## src/rtl/video_timing_gen.sv

```systemverilog
// Raster timing generator with a placeable picture window: issues buffer read
// coordinates, then realigns returned pixels with hs/vs/de after READ_LAT cycles.
module video_timing_gen #(
  parameter int          H_ACTIVE     = 1920,
  parameter int          H_FP         = 88,
  parameter int          H_SYNC       = 44,
  parameter int          H_BP         = 148,
  parameter int          V_ACTIVE     = 1080,
  parameter int          V_FP         = 4,
  parameter int          V_SYNC       = 5,
  parameter int          V_BP         = 36,
  parameter bit          HS_POL       = 1'b1,
  parameter bit          VS_POL       = 1'b1,
  parameter int          PIC_X0       = 0,
  parameter int          PIC_Y0       = 0,
  parameter int          PIC_W        = 1920,
  parameter int          PIC_H        = 1080,
  parameter int          READ_LAT     = 2,
  parameter int          PIX_MODE     = 0,
  parameter logic [23:0] BORDER_COLOR = 24'h000000
) (
  input  logic        video_clk,
  input  logic        rst_n,
  input  logic [23:0] read_data,
  output logic        pic_rd_en,
  output logic [11:0] pic_x,
  output logic [11:0] pic_y,
  output logic        hs,
  output logic        vs,
  output logic        de,
  output logic [23:0] vout_data,
  output logic        frame_start
);

  localparam int H_TOTAL = H_ACTIVE + H_FP + H_SYNC + H_BP;
  localparam int V_TOTAL = V_ACTIVE + V_FP + V_SYNC + V_BP;
  localparam int HW      = $clog2(H_TOTAL);
  localparam int VW      = $clog2(V_TOTAL);

  localparam logic [31:0] H_LAST = 32'(H_TOTAL - 1);
  localparam logic [31:0] V_LAST = 32'(V_TOTAL - 1);
  localparam logic [31:0] H_ACT  = 32'(H_ACTIVE);
  localparam logic [31:0] V_ACT  = 32'(V_ACTIVE);
  localparam logic [31:0] HS_LO  = 32'(H_ACTIVE + H_FP);
  localparam logic [31:0] HS_HI  = 32'(H_ACTIVE + H_FP + H_SYNC);
  localparam logic [31:0] VS_LO  = 32'(V_ACTIVE + V_FP);
  localparam logic [31:0] VS_HI  = 32'(V_ACTIVE + V_FP + V_SYNC);
  localparam logic [31:0] X_LO   = 32'(PIC_X0);
  localparam logic [31:0] X_HI   = 32'(PIC_X0 + PIC_W);
  localparam logic [31:0] Y_LO   = 32'(PIC_Y0);
  localparam logic [31:0] Y_HI   = 32'(PIC_Y0 + PIC_H);

  // Timing tap layout: {first, in_win, de, vs, hs}; idle keeps syncs inactive.
  localparam logic [4:0] TAP_IDLE = {3'b000, ~VS_POL, ~HS_POL};

  logic [HW-1:0] h_cnt_q, h_cnt_d;
  logic [VW-1:0] v_cnt_q, v_cnt_d;
  logic [4:0]    s0_q, s0_d;
  logic [11:0]   pic_x_q, pic_x_d, pic_y_q, pic_y_d;
  logic [31:0]   h_ext, v_ext;
  logic          active, in_win, h_wrap, v_wrap;

  always_comb begin
    h_ext   = 32'(h_cnt_q);
    v_ext   = 32'(v_cnt_q);
    h_wrap  = (h_ext == H_LAST);
    v_wrap  = (v_ext == V_LAST);
    h_cnt_d = h_wrap ? '0 : h_cnt_q + 1'b1;
    v_cnt_d = v_cnt_q;
    if (h_wrap) begin
      v_cnt_d = v_wrap ? '0 : v_cnt_q + 1'b1;
    end
    active = (h_ext < H_ACT) && (v_ext < V_ACT);
    // Bounding by the active area clips an oversize window instead of wrapping it.
    in_win = active && (h_ext >= X_LO) && (h_ext < X_HI)
                    && (v_ext >= Y_LO) && (v_ext < Y_HI);
    s0_d = {(h_ext == 32'd0) && (v_ext == 32'd0), in_win, active,
            ((v_ext >= VS_LO) && (v_ext < VS_HI)) ? VS_POL : ~VS_POL,
            ((h_ext >= HS_LO) && (h_ext < HS_HI)) ? HS_POL : ~HS_POL};
    pic_x_d = in_win ? 12'(h_ext - X_LO) : 12'd0;
    pic_y_d = in_win ? 12'(v_ext - Y_LO) : 12'd0;
  end

  always_ff @(posedge video_clk or negedge rst_n) begin
    if (!rst_n) begin
      h_cnt_q <= '0;
      v_cnt_q <= '0;
      s0_q    <= TAP_IDLE;
      pic_x_q <= '0;
      pic_y_q <= '0;
    end else begin
      h_cnt_q <= h_cnt_d;
      v_cnt_q <= v_cnt_d;
      s0_q    <= s0_d;
      pic_x_q <= pic_x_d;
      pic_y_q <= pic_y_d;
    end
  end

  genvar gi;
  for (gi = 0; gi < READ_LAT; gi++) begin : g_stg
    logic [4:0] tap_q;
    if (gi == 0) begin : g_head
      always_ff @(posedge video_clk or negedge rst_n) begin
        if (!rst_n) tap_q <= TAP_IDLE;
        else        tap_q <= s0_q;
      end
    end else begin : g_body
      always_ff @(posedge video_clk or negedge rst_n) begin
        if (!rst_n) tap_q <= TAP_IDLE;
        else        tap_q <= g_stg[gi-1].tap_q;
      end
    end
  end

  logic [4:0]  tap;
  logic [23:0] rgb565, data_d, data_q;
  logic        hs_q, vs_q, de_q, fs_q;

  always_comb begin
    tap    = g_stg[READ_LAT-1].tap_q;
    rgb565 = {read_data[15:11], read_data[15:13],
              read_data[10:5],  read_data[10:9],
              read_data[4:0],   read_data[4:2]};
    data_d = 24'h000000;
    if (tap[3]) begin
      data_d = (PIX_MODE == 1) ? read_data : rgb565;
    end else if (tap[2]) begin
      data_d = BORDER_COLOR;
    end
  end

  always_ff @(posedge video_clk or negedge rst_n) begin
    if (!rst_n) begin
      hs_q   <= ~HS_POL;
      vs_q   <= ~VS_POL;
      de_q   <= 1'b0;
      fs_q   <= 1'b0;
      data_q <= '0;
    end else begin
      hs_q   <= tap[0];
      vs_q   <= tap[1];
      de_q   <= tap[2];
      fs_q   <= tap[4];
      data_q <= data_d;
    end
  end

  assign pic_rd_en   = s0_q[3];
  assign pic_x       = pic_x_q;
  assign pic_y       = pic_y_q;
  assign hs          = hs_q;
  assign vs          = vs_q;
  assign de          = de_q;
  assign frame_start = fs_q;
  assign vout_data   = data_q;

endmodule

```

## config.mk

```make
export PLATFORM = sky130hd
export DESIGN_NAME = video_timing_gen
export DESIGN_NICKNAME = d
export VERILOG_FILES = /design/src/rtl/video_timing_gen.sv
export SDC_FILE = /design/constraint.sdc
export NUM_CORES = 1
export LEC_CHECK = 0
export BUFFER_PORTS_ARGS = -buffer_cell sky130_fd_sc_hd__buf_2
export CORE_MARGIN = 3
export CORE_UTILIZATION = 47
export DETAILED_ROUTE_END_ITERATION = 7
export PLACE_DENSITY = 0.83
export SYNTH_ARGS = -nofsm -noshare
export SYNTH_HDL_FRONTEND = slang
export SYNTH_SLANG_ARGS = --single-unit
```

## constraint.sdc

```tcl
create_clock -name video_clk -period 1.7 [get_ports video_clk]
set_input_delay 0.34 -clock video_clk [delete_from_list [all_inputs] [get_ports video_clk]]
set_output_delay 0.34 -clock video_clk [all_outputs]
set_load 0.03 [all_outputs]
```

==> results of run 1 <==
[per-layer routing]
layer,up-vias,share of wire (%)
met5,-,0
met4,0,3.1
met3,22,10
met2,138,47
met1,1042,40
li1,1010,-
[state kept, by name, indices dropped and copies added (netlist names)]
name / count
v_cnt_q: 11
h_cnt_q: 12
s0_q: 4
g_stg.tap_q: 8
hs: 1
pic_y: 11
frame_start: 1
vout_data: 16
de: 1
pic_x: 12
vs: 1
[placed cells by master, fill, tap and decap left out, types with 5 or more instances in the layout]
| cell | netlist | routed |
|---|---|---|
| xnor2_1 | 5 | 5 |
| nor2_1 | 11 | 11 |
| buf_2 | 2 | 68 |
| nand4_1 | 8 | 8 |
| o21ai_1 | 5 | 5 |
| xor2_1 | 8 | 8 |
| nand2_1 | 8 | 8 |
| clkbuf_8 | 0 | 9 |
| dfrtp_1 | 78 | 78 |
| inv_1 | 10 | 8 |
| and2_1 | 37 | 36 |
| nand3_1 | 12 | 10 |
| buf_4 | 9 | 44 |
[cells by family (layout without fill, tap and decap cells)]
family,after synthesis,in the layout
AOI/OAI and AO/OA,16,16
xor gates and xnor gates,13,13
adders and majority gates,4,4
buffers and inverters,30,142
DFF,78,78
muxes,1,1
other,1,2
and+or+nand+nor,99,100
[per-stage QoR]
step | area, sq um | std cells | TNS (ns) | hold slack [ns]
after floorplan | 2989 | 243 | -0.5827 | 0.04441
final | 3934 | 431 | -2.391 | 0.2020
after CTS | 3879 | 426 | -2.003 | 0.1832
after global placement | 3605 | 404 | -1.856 | 0.2966
after global routing | 3934 | 431 | -4.172 | 0.1801
after detailed placement | 3605 | 404 | -2.159 | 0.3036
[synth_stat cells, drive strengths merged (3+ instances only)]
library cell	n
a21oi	5
and2	37
and3	3
and4	3
buf	13
clkbuf	7
dfrtp	78
ha	4
inv	10
nand2	8
nand3	12
nand4	8
nor2	11
nor3	3
nor4	6
o21ai	7
xnor2	5
xor2	8
[critical path: cells and delay by family (launching register included)]
kind,cells,cell delay [ns]
adder cells (fa/ha/maj),1,0.13
flip-flops,1,0.40
AND/OR/NAND/NOR,2,0.86
buffers and inverters,1,0.09
AO/OA/AOI/OAI,2,0.26
[power by group through the flow]
stage	logic, mW	registers (mW)	clock network [mW]
after floorplan	0.0523	1.96	0
after global placement	0.171	1.92	0
after detailed placement	0.174	1.92	0
after CTS	0.176	1.88	1.18
after global routing	0.187	1.88	1.27
final	0.172	1.88	1.15
[area by class of cell]
cell class	count	area share [%]
Timing Repair Buffer	117	18.89
Tap cell	75	2.385
Inverter	10	0.9542
Multi-Input combinational cell	136	24.17
Clock buffer	11	3.340
Sequential cell	78	49.62
Clock inverter	4	0.6361
[timing repair]
action / CTS / global route
endpoints found under the hold margin: 30 / 0
setup endpoints to repair: 29 / 33
setup buffers: 5 / 5
pin swaps: 4 / 6
hold buffers: 1 / 0
cloned: 1 / 0
gates resized for setup: 15 / 5
[path summary, 6_finish.rpt]
check | to | slack [ns]
min in group asynchronous | pic_x[3]$_DFF_PN0_ | 0.46
min | vout_data[13]$_DFF_PN0_ | 0.20
max | v_cnt_q[5]$_DFFE_PN0N_ | -0.14
max reg2reg | v_cnt_q[5]$_DFFE_PN0N_ | -0.14
max in group asynchronous | vout_data[14]$_DFF_PN0_ | 0.66
min reg2reg | hs$_DFF_PN0_ | 0.35
==> summary.md, run 1 <==
| Metric | Value |
|---|---|
| Detailed Route WL | `6607 um` |
| Initial antenna violation count | `0` |
| HPWL after DPL | `4222 um` |
| Final layout net count | `382` |
| 1st-iter DRT viols | `176` |
| Port bufs | `69` |
| Simple-Gate Fraction of Synth Area | `19.55%` |
| Final ANT Viol Nets | `0` |
| Ranking of synthesized cells by area | `dfrtp_1 65%, and2_1 7.8%, xor2_1 2.3%, buf_4 2.3%, nand3_1 2.0%` |
| Htree depth | `3` |
| Multi-input logic area | `950.9 sq um` |
| RSZ-0062 raised after global routing | `true` |
| Mux contribution to synthesized area | `0.3356%` |
| Final worst slack | `-0.1379 ns` |
| Post-synth EDFFs | `0` |
| Sequential area share after synthesis | `65.44%` |
| Max Freq | `0.5441 GHz` |
| Slew Limit Fails | `0` |
| Count of final hold-check violations | `0` |
| TritonRoute pass-1 iters | `5` |
| # IOs | `79` |
| Storage cell area | `1952 sq um` |
| Largest family of logic cells by synthesized area | `simple AND/OR/NAND/NOR gates` |
| Crit end category | `register` |
| Number of global-route vias before repair | `2,172` |
| Grt total ovfl | `0` |
| Distinct cell type count after synthesis | `35` |
| Combinational group share of total power | `5.4%` |
| Crit-path cells | `inv_2 > ha_4 > or3b_4 > or4_4 > a21oi_1 > o21ai_1` |
| CP max FO | `5` |
| Maximum number of pins on one net before global-route repair | `49` |
| First-pass GRT wire length | `10,630 um` |
| Worst stage delay on the critical path | `0.49 ns` |
| Startpoint Class | `register` |
| Seq cells post-synth | `78` |
| Peak VDD IR | `732.7 uV` |
| CTS tree | `built` |
| Compound-Gate Fraction of Synth Area | `3.565%` |
| Top_reg_cell synth | `dfrtp_1` |
| Yosys top cell area share | `65.44%` |
| Die ar. | `7338 sq um` |
| Crit share post-route | `108.1%` |
| Min-delay src | `read_data[8]` |
| Worst Tran Pin Value | `0.5256 ns` |
| Grt peak-use layer | `met2` |
| Starting density of the core | `49.50%` |
| Sequential group share of total power | `58.7%` |
| Worst r2r src | `v_cnt_q[0]$_DFFE_PN0N_` |
| Fill cells | `423` |
| Synth Area in Adders | `1.678%` |
| DP Worst Slack | `-0.2272 ns` |
| Clk network pwr share | `36.0%` |
| Total number of vias | `2,212` |
| Ant diodes | `0` |
| Routability cong. | `0.9104` |
| Status | `complete, but fails checks` |
| Met2 Usage GRT | `28.46%` |
| Syn. warnings | `0` |
| Row Count | `28` |
| Tot GR Track Use | `19.08%` |
| Max-slew headroom | `64.64%` |
| Clk sinks | `78` |
| Cell taking the most area after synthesis | `dfrtp_1` |
| WP data required | `1.93 ns` |
| Fin util | `65.28%` |
| Type of the worst setup path | `register to register` |
| Switching share of power | `23.77%` |
| Total power draw | `3.204 mW` |
| Worst Skew | `0.01320 ns` |
| Depth of the worst hold-timing path | `2` |
| Met1 GRT Util | `23.75%` |
| Syn Area/Cell | `12.33 sq um` |
| Min Tclk post-route | `1.838 ns` |
| Worst setup startpoint | `v_cnt_q[0]$_DFFE_PN0N_` |
| Die height | `85.67 um` |
| CP arrival | `2.07 ns` |
| Clock Tree Buf Depth | `2` |
| CTS Buf Count | `9` |
| Worst Hold Class | `input pin to register` |
| Area of the mapped netlist | `2983 sq um` |
| Failing checks | `setup timing` |
| DR WL/cell | `15.33 um` |
| Die width | `85.67 um` |
| Pwr Density | `814.6 nW/um^2` |
| Max Cap Violations | `0` |
| Async SR Flop Fraction | `100.0%` |
| Crit path max-delay cell type | `or4_4` |
| Fraction of layout cells with a size suffix above 1 | `41.85%` |
| Core area | `6026 sq um` |
| Leak | `1.979 nW` |
| # setup viols final | `27` |
| Internal power | `2.443 mW` |
| Synthesis-to-finish area growth | `31.88%` |
| Cells on worst reg2reg path | `6` |
| Clk root buf | `clkbuf_8` |
| Syn Inst Count | `242` |
| Grt met3 use | `6.724%` |
| Net Switching | `0.7618 mW` |
| Clock-pin slew on the worst setup and hold paths | `0.07 ns` |
| Vias per cell | `5.132` |
| Post-route DRC | `0` |
| Xor/xnor share of the synthesized area | `3.817%` |
| Worst-Skew Late Latency | `0.35 ns` |
Power figures use the tool's default switching activity.
==> inputs of run 2 (changes only) <==
--- a/config.mk
+++ b/config.mk
@@ -6,10 +6,11 @@
 export NUM_CORES = 1
 export LEC_CHECK = 0
 export BUFFER_PORTS_ARGS = -buffer_cell sky130_fd_sc_hd__buf_2
+export CORE_ASPECT_RATIO = 1.1
 export CORE_MARGIN = 3
-export CORE_UTILIZATION = 47
+export CORE_UTILIZATION = 45
 export DETAILED_ROUTE_END_ITERATION = 7
-export PLACE_DENSITY = 0.83
+export PLACE_DENSITY = 0.81
 export SYNTH_ARGS = -nofsm -noshare
 export SYNTH_HDL_FRONTEND = slang
 export SYNTH_SLANG_ARGS = --single-unit
==> run 2 against run 1 <==
The flow still finishes with violations (setup timing). First-iteration DRC count up 13%. Wire length down 1.8%. Critical path depth unchanged. Maximum frequency down 0.48%. Die area up 4.1%. Worst hold slack worse by 0.0043 ns.
==> summary.md, run 2 (synthesis gave the netlist of run 1 again) <==
| Metric | Value |
|---|---|
| Status | `complete, but fails checks` |
| Failing checks | `setup timing` |
| Storage cell area | `1952 sq um (unchanged)` |
| Maximum number of pins on one net before global-route repair | `43 (-12%)` |
| First-pass GRT wire length | `10,290 um (-3.2%)` |
| Row Count | `30 (+7.1%)` |
| Final layout net count | `379 (-0.79%)` |
| Routability cong. | `0.9469 (+4.0%)` |
| Post-route DRC | `0 (unchanged)` |
| Length of routed met2 wiring | `3267 um (+5.4%)` |
| Worst stage delay on the critical path | `0.48 ns (about the same)` |
| Htree depth | `3 (unchanged)` |
| Number of global-route vias before repair | `2,118 (-2.5%)` |
| Clk root buf | `clkbuf_8` |
| Core area | `6306 sq um (+4.7%)` |
| Layout Cells excl Fill | `434 (+0.70%)` |
| Ant diodes | `0 (unchanged)` |
| Min Tclk post-route | `1.847 ns (+0.008789 ns)` |
| Clock-pin slew on the worst setup and hold paths | `0.08 ns (about the same)` |
| Worst Hold Class | `input pin to register` |
| Die height | `91.39 um (+6.7%)` |
| Leak | `2.018 nW (+1.9%)` |
| Total power draw | `3.614 mW (+13%)` |
| WP data required | `1.94 ns (about the same)` |
| Die width | `83.63 um (-2.4%)` |
| Fill cells | `443 (+4.7%)` |
| Peak VDD IR | `565.0 uV (-23%)` |
| Most common cell after layout, fill and taps aside | `dfrtp_1` |
| Crit end category | `register` |
| Cell area after layout | `3990 sq um (+1.4%)` |
| CP Buf/Inv Count | `1 (unchanged)` |
| Total number of vias | `2,218 (+0.27%)` |
| Clock Tree Buf Depth | `2 (unchanged)` |
| RSZ-0062 raised after global routing | `true` |
| Multi-input logic area | `958.4 sq um (+0.79%)` |
| Crit path max-delay cell type | `or4_4` |
| Port bufs | `69 (unchanged)` |
| Worst-Skew Late Latency | `0.35 ns (about the same)` |
| Commonest cells after routing, fill and taps aside | `78 x dfrtp_1, 68 x buf_2, 41 x buf_4` |
| Tot GR Track Use | `17.38% (-1.7 points)` |
| # IOs | `79 (unchanged)` |
| TritonRoute pass-1 iters | `4 (-1)` |
| Grt total ovfl | `0 (unchanged)` |
| DR WL/cell | `14.95 um (-2.5%)` |
| 1st-iter DRT viols | `199 (+13%)` |
| Met3 routed WL | `542 um (-18%)` |
| Crit-path cells | `inv_2 > ha_4 > or3b_4 > or4_4 > a21oi_1 > o21ai_1` |
| Die ar. | `7642 sq um (+4.1%)` |
| HPWL after DPL | `4375 um (+3.6%)` |
| Starting density of the core | `47.30% (-2.2 points)` |
| Clk network pwr share | `43.2% (+7.2 points)` |
| Met1 WL | `2508 um (-5.1%)` |
| Pwr Density | `905.9 nW/um^2 (+11%)` |
| CP arrival | `2.09 ns (+0.02 ns)` |
| Type of the worst setup path | `register to register` |
| Switching share of power | `22.55% (-1.2 points)` |
| Fraction of layout cells with a size suffix above 1 | `42.37% (+0.52 points)` |
| Internal power | `2.799 mW (+15%)` |
| Detailed Route WL | `6487 um (-1.8%)` |
| Sequential group share of total power | `52.0% (-6.7 points)` |
| CP delay by family, top | `simple AND/OR/NAND/NOR gates` |
| Synthesis-to-finish area growth | `33.77%` |
| Max reg flops | `16 (unchanged)` |
| CTS tree | `built` |
| Placed Cells | `409 (+1.2%)` |
| CP max FO | `5 (unchanged)` |
| Clk sinks | `78 (unchanged)` |
| Setup TNS | `-2.523 ns (-0.1324 ns)` |
| Net Switching | `0.8151 mW (+7.0%)` |
| Startpoint Class | `register` |
| DP Area | `3598 sq um (-0.17%)` |
| Max Cap Violations | `0 (unchanged)` |
| Worst Skew | `0.006676 ns (-0.006520 ns)` |
| Initial antenna violation count | `0 (unchanged)` |
| # setup viols final | `27 (unchanged)` |
| Final worst slack | `-0.1467 ns (-0.008789 ns)` |
| Slew Limit Fails | `0 (unchanged)` |
| Max Used Layer | `met4` |
| Max Freq | `0.5415 GHz (-0.48%)` |
| Crit share post-route | `108.6% (+0.52 points)` |
| Hold Slack | `0.1977 ns (-0.004266 ns)` |
| CTS Buf Count | `9 (unchanged)` |
| Count of final hold-check violations | `0 (unchanged)` |
| Final ANT Viol Nets | `0 (unchanged)` |
| Vias per cell | `5.111 (-0.42%)` |
| Combinational group share of total power | `4.8% (-0.6 points)` |
==> run 2: metrics by stage <==
stage | util [%] | setup WS (ns)
5_1_grt | 63.27 | -0.1925
2_1_floorplan | - | -0.1319
4_1_cts | 61.75 | -0.1157
3_3_place_gp | 57.06 | -0.1715
6_report | 63.27 | -0.1467
3_5_place_dp | 57.06 | -0.2106
==> run 2: path summary, 6_finish.rpt <==
path	start	slack (ns)	cells after the start	to
hold / removal	read_data[14]	0.20	2	vout_data[22]$_DFF_PN0_
min in group asynchronous	rst_n	0.40	2	pic_x[3]$_DFF_PN0_
max in group asynchronous	rst_n	0.76	3	v_cnt_q[8]$_DFFE_PN0N_
setup / recovery	v_cnt_q[0]$_DFFE_PN0N_	-0.15	6	v_cnt_q[6]$_DFFE_PN0N_
hold reg to reg	s0_q[1]$_DFF_PN0_	0.35	0	g_stg[0].tap_q[1]$_DFF_PN0_
setup reg to reg	v_cnt_q[0]$_DFFE_PN0N_	-0.15	6	v_cnt_q[6]$_DFFE_PN0N_
==> run 2: area by class of cell <==
type,instances,area share [%]
clock inverters,6,2.320
well taps,80,2.509
repair buffers,114,17.84
flip-flops and latches,78,48.92
inverters,10,0.9407
multi-input cells,136,24.02
clock buffers,10,3.449
==> run 2: power by group through the flow <==
stage	combinational [mW]	clock [mW]	sequential (mW)
2_1_floorplan	0.0523	0	1.96
3_3_place_gp	0.172	0	1.92
3_5_place_dp	0.176	0	1.92
4_1_cts	0.178	1.59	1.88
5_1_grt	0.189	1.68	1.88
6_report	0.175	1.56	1.88
==> run 2: what timing repair did <==
action                                  4_1_cts  5_1_grt
endpoints found under the setup margin       29       33
pin swaps                                     2        8
gates resized for setup                       8       14
hold buffers                                  1        0
endpoints found under the hold margin        16        0
setup buffers                                 3        4
gates cloned                                  0        1
==> run 2: layer usage <==
layer  GRT usage (%)  up-vias
li1                -     1011
met1           19.58     1085
met2           29.18      106
met3           6.261       16
met4           8.311        0
met5               0        -
==> run 2: worst reg2reg max path, delay by kind of cell, from the launching register on <==
family                     cells  cell delay (ns)
and+or+nand+nor                2             0.87
DFF                            1             0.39
AOI/OAI and AO/OA              2             0.26
adders and majority gates      1             0.13
buffers and inverters          1             0.09
==> inputs of run 3 (changes only) <==
--- a/config.mk
+++ b/config.mk
@@ -10,7 +10,7 @@
 export CORE_MARGIN = 3
 export CORE_UTILIZATION = 45
 export DETAILED_ROUTE_END_ITERATION = 7
-export PLACE_DENSITY = 0.81
+export PLACE_DENSITY = 0.78
 export SYNTH_ARGS = -nofsm -noshare
 export SYNTH_HDL_FRONTEND = slang
 export SYNTH_SLANG_ARGS = --single-unit
==> constraint.sdc (replaced) <==
create_clock -name video_clk -period 2.12 [get_ports video_clk]
set_input_delay 0.424 -clock video_clk [delete_from_list [all_inputs] [get_ports video_clk]]
set_output_delay 0.424 -clock video_clk [all_outputs]
set_load 0.03 [all_outputs]
==> run 3 against run 2 <==
The flow now finishes without violations. Die area stayed put. Highest routed layer unchanged. Design area fell by 9.0%. Worst hold slack worse by 0.12 ns.
==> summary.md, run 3 (synthesis gave the netlist of run 1 again) <==
| Metric | Value |
|---|---|
| Worst-Skew Late Latency | `0.34 ns (about the same)` |
| Final layout net count | `345 (-9.0%)` |
| Slew Limit Fails | `0 (unchanged)` |
| Hold Slack | `0.07425 ns (-0.1235 ns)` |
| First-pass GRT wire length | `9439 um (-8.2%)` |
| Fin util | `57.58% (-5.7 points)` |
| Die ar. | `7642 sq um (unchanged)` |
| Worst stage delay on the critical path | `0.70 ns (+0.22 ns)` |
| Met2 Usage GRT | `25.46% (-3.7 points)` |
| Max reg flops | `16 (unchanged)` |
| Tot GR Track Use | `15.52% (-1.9 points)` |
| Ant diodes | `0 (unchanged)` |
| Total number of vias | `1,996 (-10%)` |
| TritonRoute pass-1 iters | `6 (+2)` |
| Fraction of layout cells with a size suffix above 1 | `31.35% (-11 points)` |
| Final worst slack | `0.1473 ns (+0.2940 ns)` |
| Number of global-route vias before repair | `1,989 (-6.1%)` |
| Crit end category | `register` |
| Synthesis-to-finish area growth | `21.73%` |
| Cell area after layout | `3631 sq um (-9.0%)` |
| CP Buf/Inv Count | `0 (-1)` |
| Grt met3 use | `4.174% (-2.1 points)` |
| # Post-CTS Setup Buffers | `0 (-3)` |
| Initial antenna violation count | `0 (unchanged)` |
| Clk root buf | `clkbuf_8` |
| CP max FO | `9 (+4)` |
| CP delay by family, top | `simple AND/OR/NAND/NOR gates` |
| Total power draw | `2.871 mW (-21%)` |
| Post-CTS Resized | `0 (-8)` |
| Clk sinks | `78 (unchanged)` |
| Commonest cells after routing, fill and taps aside | `78 x dfrtp_1, 68 x buf_2, 37 x and2_1` |
| Met1 GRT Util | `18.08% (-1.5 points)` |
| Grt total ovfl | `0 (unchanged)` |
| DP Area | `3411 sq um (-5.2%)` |
| Count of final hold-check violations | `0 (unchanged)` |
| DR WL/cell | `14.03 um (-6.2%)` |
| HPWL after DPL | `3963 um (-9.4%)` |
| Worst Hold Class | `input pin to async pin` |
| Layout Cells excl Fill | `399 (-8.1%)` |
| Clock-pin slew on the worst setup and hold paths | `0.08 ns (about the same)` |
| Core area | `6306 sq um (unchanged)` |
| Hold-fix buffers at CTS | `0 (-1)` |
| DP Worst Slack | `0.1736 ns (+0.3842 ns)` |
| Die width | `83.63 um (unchanged)` |
| Startpoint Class | `register` |
| Row Count | `30 (unchanged)` |
| Most common cell after layout, fill and taps aside | `dfrtp_1` |
| Worst Skew | `0.006804 ns (+0.0001279 ns)` |
| Crit path max-delay cell type | `or4_1` |
| Leak | `1.818 nW (-9.9%)` |
| WP data required | `2.35 ns (+0.41 ns)` |
| Max Cap Violations | `0 (unchanged)` |
| RSZ-0062 raised after global routing | `false` |
| Pwr Density | `790.6 nW/um^2 (-13%)` |
| Status | `complete, no violations` |
| CP arrival | `2.20 ns (+0.11 ns)` |
| Peak VDD IR | `438.9 uV (-22%)` |
| # IOs | `79 (unchanged)` |
| Setup TNS | `0 ns (+2.523 ns)` |
| Post-route DRC | `0 (unchanged)` |
| Crit share post-route | `93.05% (-16 points)` |
| Placed Cells | `384 (-6.1%)` |
| Min Tclk post-route | `1.973 ns (+0.1260 ns)` |
| # setup viols final | `0 (-100%)` |
| Detailed Route WL | `5597 um (-14%)` |
| Port bufs | `69 (unchanged)` |
| Routability cong. | `0.8059 (-15%)` |
| Die height | `91.39 um (unchanged)` |
| CTS Buf Count | `9 (unchanged)` |
| Fill cells | `497 (+12%)` |
| 1st-iter DRT viols | `98 (-51%)` |
| Type of the worst setup path | `register to register` |
| Max Freq | `0.5069 GHz (-6.4%)` |
| Grt peak-use layer | `met2` |
| Max-slew headroom | `61.87%` |
| Clock Tree Buf Depth | `2 (unchanged)` |
| Maximum number of pins on one net before global-route repair | `47 (+9.3%)` |
| Worst Tran Pin Value | `0.5719 ns` |
| Vias per cell | `5.003 (-2.1%)` |
| Htree depth | `3 (unchanged)` |
| Crit-path cells | `or3_4 > or4_1 > a21oi_1 > o21ai_1` |
| Starting density of the core | `47.30% (unchanged)` |
| CTS tree | `built` |
| Final ANT Viol Nets | `0 (unchanged)` |
run 3: worst register-to-register path, cell delays in order (launching register included):
cell and delay (ns):
dfrtp_1 0.42, or3_4 0.42, or4_1 0.70, a21oi_1 0.22, o21ai_1 0.08
run 3: final cells by class:
class                      instances  area (sq um)  area share, %
tap                               80         100.1          2.757
sequential                        78          1952          53.76
clock buffer                      10         137.6          3.790
clock inverter                     5         82.58          2.274
inverter                          10         37.54          1.034
multi-input combinational        135         870.8          23.98
timing repair buffer              81         450.4          12.41
run 3: metal layers:
metal / vias to the layer above / part of all wire (%) / wire length [um]
li1: 937 / - / -
met1: 975 / 41 / 2314
met2: 73 / 50 / 2791
met3: 11 / 6.4 / 361
met4: 0 / 2.3 / 129
met5: - / 0 / 0
run 3: final timing paths:
path,from,end,slack (ns),depth (start not counted)
setup / recovery,v_cnt_q[9]$_DFFE_PN0N_,v_cnt_q[6]$_DFFE_PN0N_,0.15,4
min in group video_clk,read_data[6],vout_data[11]$_DFF_PN0_,0.29,2
max in group asynchronous,rst_n,pic_y[8]$_DFF_PN0_,1.49,2
setup reg to reg,v_cnt_q[9]$_DFFE_PN0N_,v_cnt_q[6]$_DFFE_PN0N_,0.15,4
hold reg to reg,g_stg[1].tap_q[0]$_DFF_PN0_,hs$_DFF_PN0_,0.35,0
hold / removal,rst_n,h_cnt_q[2]$_DFF_PN0_,0.07,1
run 3: where the power goes:
group          internal, mW  switching [mW]
logic                0.0405          0.0963
registers              1.50         0.00515
clock network         0.693           0.533
total                  2.24           0.635
